<file path="config.mk">
export PLATFORM = sky130hd
export DESIGN_NAME = clk_div_mgr
export DESIGN_NICKNAME = d
export VERILOG_FILES = /design/src/rtl/clk_div_pkg.sv /design/src/rtl/clk_div_chan.sv /design/src/rtl/clk_div_mgr.sv
export SDC_FILE = /design/constraint.sdc
export NUM_CORES = 1
export LEC_CHECK = 0
export CORE_ASPECT_RATIO = 1.2
export CORE_MARGIN = 3
export CORE_UTILIZATION = 45
export CTS_CLUSTER_DIAMETER = 40
export DETAILED_ROUTE_END_ITERATION = 8
export HOLD_SLACK_MARGIN = 0.15
export RECOVER_POWER = 50
export SETUP_SLACK_MARGIN = 0.4
export SYNTH_ARGS = -nofsm -noshare
export SYNTH_HDL_FRONTEND = slang
export SYNTH_SLANG_ARGS = --single-unit
</file>
<file path="constraint.sdc">
create_clock -name sys_clk -period 2.5 [get_ports sys_clk]
set_input_delay 0.625 -clock sys_clk [delete_from_list [all_inputs] [get_ports sys_clk]]
set_output_delay 0.625 -clock sys_clk [all_outputs]
set_load 0.005 [all_outputs]
</file>
<file path="src/rtl/clk_div_pkg.sv">
`default_nettype none
`timescale 1ns / 1ps
// ============================================================================
//  Module   : clk_div_pkg
//  Purpose  : Shared types, constants and helpers for the clock manager
//             (lock FSM state encoding, synchroniser depth, divisor
//             normalisation).
//  Revision : 1.0  initial release
// ============================================================================
package clk_div_pkg;

    // Lock-qualification FSM states
    typedef enum logic [1:0] {
        WAIT_LOCK = 2'd0,
        STABLE    = 2'd1,
        RUN       = 2'd2
    } state_t;

    // Number of flops in the pll_lock synchroniser
    localparam int SYNC_DEPTH = 2;

    // A programmed divisor of zero is meaningless; treat it as divide-by-one.
    // Operates on 32 bits so callers of any DIV_W <= 32 can share it.
    function automatic logic [31:0] div_norm(input logic [31:0] div);
        return (div == 32'd0) ? 32'd1 : div;
    endfunction

endpackage
`default_nettype wire

</file>
<file path="src/rtl/clk_div_chan.sv">
`default_nettype none
`timescale 1ns / 1ps
// ============================================================================
//  Module   : clk_div_chan
//  Purpose  : One clock-enable divider channel. Counts 0..D-1 while running
//             and emits a registered one-cycle ce pulse per wrap. A divisor
//             written while running is held pending and only becomes active
//             on a wrap, so a period is never cut short or stretched.
//  Macro    : CLK_DIV_MGR_SQ_EN - builds a toggle flop giving a 50 % square
//             wave at f/(2D); otherwise sq_o is tied low.
//  Revision : 1.0  initial release
// ============================================================================
module clk_div_chan
    import clk_div_pkg::*;
#(
    parameter int DIV_W   = 16,
    parameter int DIV_RST = 2
) (
    input  logic             clk_i,
    input  logic             rst_ni,
    input  logic             run_i,
    input  logic             wr_i,
    input  logic [DIV_W-1:0] div_i,
    output logic             ce_o,
    output logic             sq_o
);

    localparam logic [DIV_W-1:0] DIV_INIT = DIV_W'(DIV_RST);
    localparam logic [DIV_W-1:0] ONE      = DIV_W'(1);

    logic [DIV_W-1:0] cnt_q, cnt_d;
    logic [DIV_W-1:0] act_q, act_d;
    logic [DIV_W-1:0] pend_q, pend_d;
    logic             ce_q, ce_d;
    logic [DIV_W-1:0] div_n;
    logic             wrap;

    assign div_n = DIV_W'(div_norm(32'(div_i)));
    assign wrap  = run_i && (cnt_q == act_q - ONE);

    // Next-state for counter, divisor registers and enable pulse
    always_comb begin
        cnt_d  = '0;
        act_d  = act_q;
        pend_d = pend_q;
        ce_d   = wrap;
        if (wr_i) begin
            pend_d = div_n;
        end
        if (!run_i) begin
            // Idle: counter parked at zero, latest programmed value is live
            act_d = wr_i ? div_n : pend_q;
        end else if (wrap) begin
            // A write landing on the wrap edge governs the new period
            act_d = wr_i ? div_n : pend_q;
        end else begin
            cnt_d = cnt_q + ONE;
        end
    end

    // Channel state registers
    always_ff @(posedge clk_i) begin
        if (!rst_ni) begin
            cnt_q  <= '0;
            act_q  <= DIV_INIT;
            pend_q <= DIV_INIT;
            ce_q   <= 1'b0;
        end else begin
            cnt_q  <= cnt_d;
            act_q  <= act_d;
            pend_q <= pend_d;
            ce_q   <= ce_d;
        end
    end

    assign ce_o = ce_q;

`ifdef CLK_DIV_MGR_SQ_EN
    logic sq_q, sq_d;

    always_comb begin
        sq_d = run_i ? (sq_q ^ wrap) : 1'b0;
    end

    // Square-wave toggle flop, flips on every ce pulse
    always_ff @(posedge clk_i) begin
        if (!rst_ni) begin
            sq_q <= 1'b0;
        end else begin
            sq_q <= sq_d;
        end
    end

    assign sq_o = sq_q;
`else
    assign sq_o = 1'b0;
`endif

endmodule
`default_nettype wire

</file>
<file path="src/rtl/clk_div_mgr.sv">
`default_nettype none
`timescale 1ns / 1ps
// ============================================================================
//  Module   : clk_div_mgr
//  Purpose  : Clock manager behind the PLL. Synchronises and qualifies the
//             PLL lock flag, sequences the downstream reset and drives
//             CH_NUM programmable clock-enable channels.
//  Macro    : CLK_DIV_MGR_SQ_EN - enables per-channel 50 % square outputs
//             on clk_sq; when undefined clk_sq is constant zero.
//  Revision : 1.0  initial release
// ============================================================================
module clk_div_mgr
    import clk_div_pkg::*;
#(
    parameter int CH_NUM      = 4,
    parameter int DIV_W       = 16,
    parameter int LOCK_CYCLES = 1024,
    parameter int DIV_RST     = 2,
    localparam int CH_W       = (CH_NUM > 1) ? $clog2(CH_NUM) : 1
) (
    input  logic              sys_clk,
    input  logic              sys_rst_n,
    input  logic              pll_lock,
    input  logic              cfg_wr,
    input  logic [CH_W-1:0]   cfg_ch,
    input  logic [DIV_W-1:0]  cfg_div,
    output logic              locked,
    output logic              rst_out_n,
    output logic [CH_NUM-1:0] ce,
    output logic [CH_NUM-1:0] clk_sq
);

    localparam int               CNT_W    = $clog2(LOCK_CYCLES);
    localparam logic [CNT_W-1:0] CNT_LAST = CNT_W'(LOCK_CYCLES - 1);
    localparam logic [CNT_W-1:0] CNT_ONE  = CNT_W'(1);

    logic [SYNC_DEPTH-1:0] sync_q;
    logic                  lock_s;
    state_t                state_q, state_d;
    logic [CNT_W-1:0]      cnt_q, cnt_d;
    logic                  run_q;
    logic                  chan_run;
    logic [CH_NUM-1:0]     wr_sel;

    // Bring the asynchronous lock flag into the sys_clk domain
    always_ff @(posedge sys_clk) begin
        if (!sys_rst_n) begin
            sync_q <= '0;
        end else begin
            sync_q <= {sync_q[SYNC_DEPTH-2:0], pll_lock};
        end
    end

    assign lock_s = sync_q[SYNC_DEPTH-1];

    // Lock FSM next state: the stability counter tracks consecutive lock
    // cycles in STABLE and is cleared whenever lock is lost
    always_comb begin
        state_d = state_q;
        cnt_d   = '0;
        case (state_q)
            WAIT_LOCK: begin
                if (lock_s) begin
                    state_d = STABLE;
                end
            end
            STABLE: begin
                if (!lock_s) begin
                    state_d = WAIT_LOCK;
                end else if (cnt_q == CNT_LAST) begin
                    state_d = RUN;
                end else begin
                    cnt_d = cnt_q + CNT_ONE;
                end
            end
            RUN: begin
                if (!lock_s) begin
                    state_d = WAIT_LOCK;
                end
            end
            default: begin
                state_d = WAIT_LOCK;
            end
        endcase
    end

    // FSM state, stability counter and registered RUN flag
    always_ff @(posedge sys_clk) begin
        if (!sys_rst_n) begin
            state_q <= WAIT_LOCK;
            cnt_q   <= '0;
            run_q   <= 1'b0;
        end else begin
            state_q <= state_d;
            cnt_q   <= cnt_d;
            run_q   <= (state_d == RUN);
        end
    end

    assign locked    = run_q;
    assign rst_out_n = run_q;

    // Channels count only once the released reset is visible and stop on the
    // same edge it is withdrawn, so ce never pulses while rst_out_n is low
    assign chan_run = run_q && (state_d == RUN);

    // Route the write strobe to the addressed channel; out-of-range indices
    // match no channel and are dropped
    always_comb begin
        wr_sel = '0;
        for (int i = 0; i < CH_NUM; i++) begin
            if (cfg_wr && (int'(cfg_ch) == i)) begin
                wr_sel[i] = 1'b1;
            end
        end
    end

    for (genvar g = 0; g < CH_NUM; g++) begin : g_chan
        clk_div_chan #(
            .DIV_W   (DIV_W),
            .DIV_RST (DIV_RST)
        ) u_chan (
            .clk_i  (sys_clk),
            .rst_ni (sys_rst_n),
            .run_i  (chan_run),
            .wr_i   (wr_sel[g]),
            .div_i  (cfg_div),
            .ce_o   (ce[g]),
            .sq_o   (clk_sq[g])
        );
    end

endmodule
`default_nettype wire

</file>
==> summary.md <==
| Metric | Value |
|---|---|
| Die width | between 100 and 150 um |
| Mean Syn Cell Area | between 8 and 9 um2 |
| Cell mode on critical path | buf_6 |
| N_diodes | 0 |
| Worst hold path type | reg -> reg |
| Levels on crit path | 9 |
| Initial antenna violation count | 0 |
| CTS root buffer | clkbuf_16 |
| Reg power frac | 0.370 |
| Largest family of logic cells by synthesized area | simple AND/OR/NAND/NOR gates |
| DIE HEIGHT | around 170 um |
| Vias in the first global route | between 8000 and 9000 |
| Syn Inst Count | 1184 |
| Clock sinks | around 210 |
| Failing checks | setup timing |
| Clock buffer depth | 3 |
| Switching share of power | 0.233 |
| Nets | roughly 1400 |
| Period utilization | 1.04 |
| Mapped Area | between 10000 and 15000 um2 |
| Number of fill cells in the layout | about 1800 |
| Top cells by count, synth | 211 x dfxtp_1, 120 x nand2_1, 79 x nor2_1 |
| Buf/Inv on CP | 2 |
| Crit path largest cell delay | ~0.54 ns |
| DR vias/cell | about 5.4 |
| Synth Area in XOR/XNOR | 0.119 |
| M1 GR Usage | 0.262 |
| DRT Pass-1 Iters | 5 |
| Setup WS post-layout | -0.106 ns |
| Pint | approximately 7.3 mW |
| 1st-iter DRT viols | about 320 |
| Worst reg2reg setup slack | -0.11 ns |
| Worst Setup SP | g_chan[3].u_chan.act_q[11] |
| CP Cell Sequence | or4_4, nor2_4, or4b_4, xnor2_2, nand3_2, nor3_4, buf_6, buf_6, o2bb2ai_2 |
| Met3 track demand over resource | 0.0357 |
| Number of setup violations in the final report | 32 |
| Crit path time final | ~2.6 ns |
| PortBufs | 27 |
| Synthesized flop and latch total | about 210 |
| Layout cells sized above 1 | 0.316 |
| WL/cell | between 15 and 20 um |
| Total GRT Usage | 0.211 |
| Proportion of synthesized area in mux cells | 0.0475 |
| Setup crit end | g_chan[3].u_chan.act_q[6] |
| Slowest CP cell | or4_4 |
| Status | finished with violations |
| Worst endpoint required time | just under 3 ns |
| Slew @ Worst Pin | around 0.95 ns |
| Max Slew Vio Count | 0 |
| Count leader, synth | dfxtp_1 |
| Slew HR | 0.369 |
| TritonCTS buffer count | 34 |
| Largest driver fanout on the critical path | 13 |
| Number of enable flip-flop cells after synthesis | 0 |
| Total core area | roughly 23000 um2 |
| Critical Path AT | roughly 3 ns |
| Top Usage Layer GRT | met2 |
| Cell row count | 60 |
| CTS tree | done |
| Synth area leader | dfxtp_1 |
| Hold_ws | approximately 0.46 ns |
| Sequential area share after synthesis | 0.399 |
| Top cells by area, synth | dfxtp_1 40%, xor2_1 6.4%, xnor2_1 5.4%, nand2_1 4.2%, nor3_1 3.2% |
| Leak | around 5.9 nW |
| Via count | slightly above 9000 |
| Initial Utilization | 0.464 |
| DR DRC count | 0 |
| RSZ-0062 raised after global routing | yes |
| Max-Cap Viols | 0 |
| Post-synthesis compound-gate area fraction | 0.133 |
| Total grt overflow | 0 |
| Distinct cells, synth | 71 |
| R2R Path Start | g_chan[3].u_chan.act_q[11] |
| DP HPWL | ~18 mm |
| Synth Warn # | 0 |
| Worst-skew pair later-pin latency | 0.51 ns |
| Achievable Freq | roughly 0.38 GHz |
| Net switching power | 2.20 mW |
| CTS H-tree lvls | 2 |
| Post-synth top flop | dfxtp_1 |
| Total power | 9.46 mW |
| Synth async-reset ratio | 0 |
| Synth Area in Simple Gates | 0.247 |
| Post-Synth Adder-Cell Area | 0.0106 |
| Largest net degree at the start of global routing | ~40 |
| Clk network pwr share | 0.530 |
| Die area | between 20000 and 30000 um2 |
| Reg-to-reg endpoint | g_chan[3].u_chan.act_q[6] |
| Worst Clk Skew | around 0.015 ns |
| Top cell type's share of synthesized area | 0.399 |
| GR Util met2 | 0.369 |
| Critical Setup Path Class | reg -> reg |
| Fin. Hold Viols | 0 |
| Worst reg2reg path depth | 9 |
| Clk slew on worst S/H paths | around 0.060 ns |
| Area Growth Syn to Fin | 42.5% |
| Largest delay contributor family on the critical path | simple AND/OR/NAND/NOR gates |
| Post-Route WL | ~28 mm |
| End-of-flow core utilization | 0.662 |
| Ports | 32 |
| Worst setup SP type | register |
| First-pass GRT wire length | 45.0 mm |
| Antenna-violating nets left | 0 |
| Crit end category | register |
| Power density over the cells | about 630 nW/um2 |
| GP Congestion | ~0.83 |
| Combinational fraction of design power | 0.101 |
| Max IR drop VDD | between 0.0004 and 0.0005 V |
[final cells by class]
cell class | instances | area, um2 | share of cell area
clock buffer | 44 | 992 | 0.0657
tap | 310 | 388 | 0.0257
sequential | 211 | 4250 | 0.282
multi-input combinational | 872 | 7060 | 0.468
timing repair buffer | 204 | 2050 | 0.136
clock inverter | 16 | 234 | 0.0155
inverter | 33 | 124 | 0.00820
[layout by cell type (no fill, tap or decap), types with 7 or more instances in the layout]
cell type / Yosys / layout
dfxtp_1: 211 / 195
nand2_1: 120 / 116
buf_4: 9 / 104
xor2_1: 77 / 76
xnor2_1: 65 / 65
nor2_1: 79 / 61
nand3_1: 55 / 55
buf_6: 2 / 45
clkbuf_16: 0 / 40
nor2b_1: 37 / 37
and3_1: 40 / 37
nor3_2: 1 / 31
o2bb2ai_2: 10 / 30
mux2i_1: 30 / 30
a21boi_0: 29 / 28
inv_1: 32 / 27
clkdlybuf4s50_1: 0 / 24
nor3_4: 0 / 20
a211o_1: 19 / 19
and2_1: 21 / 19
nand4_1: 18 / 18
mux2_4: 0 / 18
nor3_1: 67 / 17
a22o_1: 14 / 14
dfxtp_2: 0 / 13
buf_12: 0 / 12
nor2_4: 0 / 10
and4_1: 9 / 8
o21ai_0: 8 / 8
nor2_2: 0 / 8
nor4_1: 14 / 7
nor4_2: 3 / 7
[layer usage]
metal	wire length, um	share of wire
met3	946	0.034
met1	12300	0.44
met5	0	0
met4	832	0.030
met2	14000	0.50
[worst min path at each step]
stage | cells after the start | endpoint | slack [ns] | startpoint
2_1_floorplan | 1 | state_q[0] | 0.41 | state_q[1]
3_3_place_gp | 1 | state_q[0] | 0.44 | state_q[1]
3_5_place_dp | 1 | state_q[0] | 0.44 | state_q[1]
4_1_cts | 2 | g_chan[3].u_chan.pend_q[1] | 0.47 | g_chan[3].u_chan.pend_q[1]
5_1_grt | 1 | g_chan[0].u_chan.cnt_q[0] | 0.50 | g_chan[0].u_chan.cnt_q[0]
6_report | 1 | state_q[0] | 0.46 | state_q[1]
[per-stage QoR]
step	worst slack (ns)	TNS, ns	std cells	area, um2
final	-0.106	-1.63	1690	15100
after global routing	-0.154	-7.81	1690	15100
after CTS	-0.0210	-0.0425	1674	14600
after floorplan	0.00492	0	1187	10900
after global placement	-0.0317	-0.548	1573	12200
after detailed placement	-0.0627	-2.06	1573	12200
[worst register-to-register path, stage by stage, from the launching register on]
cell	delay (ns)
dfxtp_2	0.31
or4_4	0.54
nor2_4	0.11
or4b_4	0.47
xnor2_2	0.18
nand3_2	0.18
nor3_4	0.24
buf_6	0.17
buf_6	0.21
o2bb2ai_2	0.08
[registers in the layout, indices dropped and copies added (netlist names)]
signal	flops
g_chan.u_chan.act_q	64
g_chan.u_chan.cnt_q	64
g_chan.u_chan.pend_q	64
cnt_q	10
g_chan.u_chan.ce_o	4
state_q	2
sync_q	2
locked	1
[repair_timing]
item                                    CTS  global route
gates cloned                              8             4
gates resized for setup                 192            64
endpoints found under the setup margin  132           132
buffers inserted                         33            12
hold buffers                              0             0
pin swaps                                65            49
[power groups by stage]
stage / clock network, mW / registers, mW / logic (mW)
5_1_grt: 5.26 / 3.50 / 1.02
6_report: 5.01 / 3.49 / 0.955
2_1_floorplan: 0 / 3.56 / 0.457
3_5_place_dp: 0 / 3.56 / 0.727
3_3_place_gp: 0 / 3.56 / 0.721
4_1_cts: 5.09 / 3.49 / 0.894
[logic make-up after synthesis]
kind of cell	Yosys count
and+or+nand+nor	502
buffers and inverters	106
DFF	211
muxes	48
adders and majority gates	9
other	1
AOI/OAI and AO/OA	164
xor gates and xnor gates	143
No activity file was read; power rests on OpenSTA's default activity.
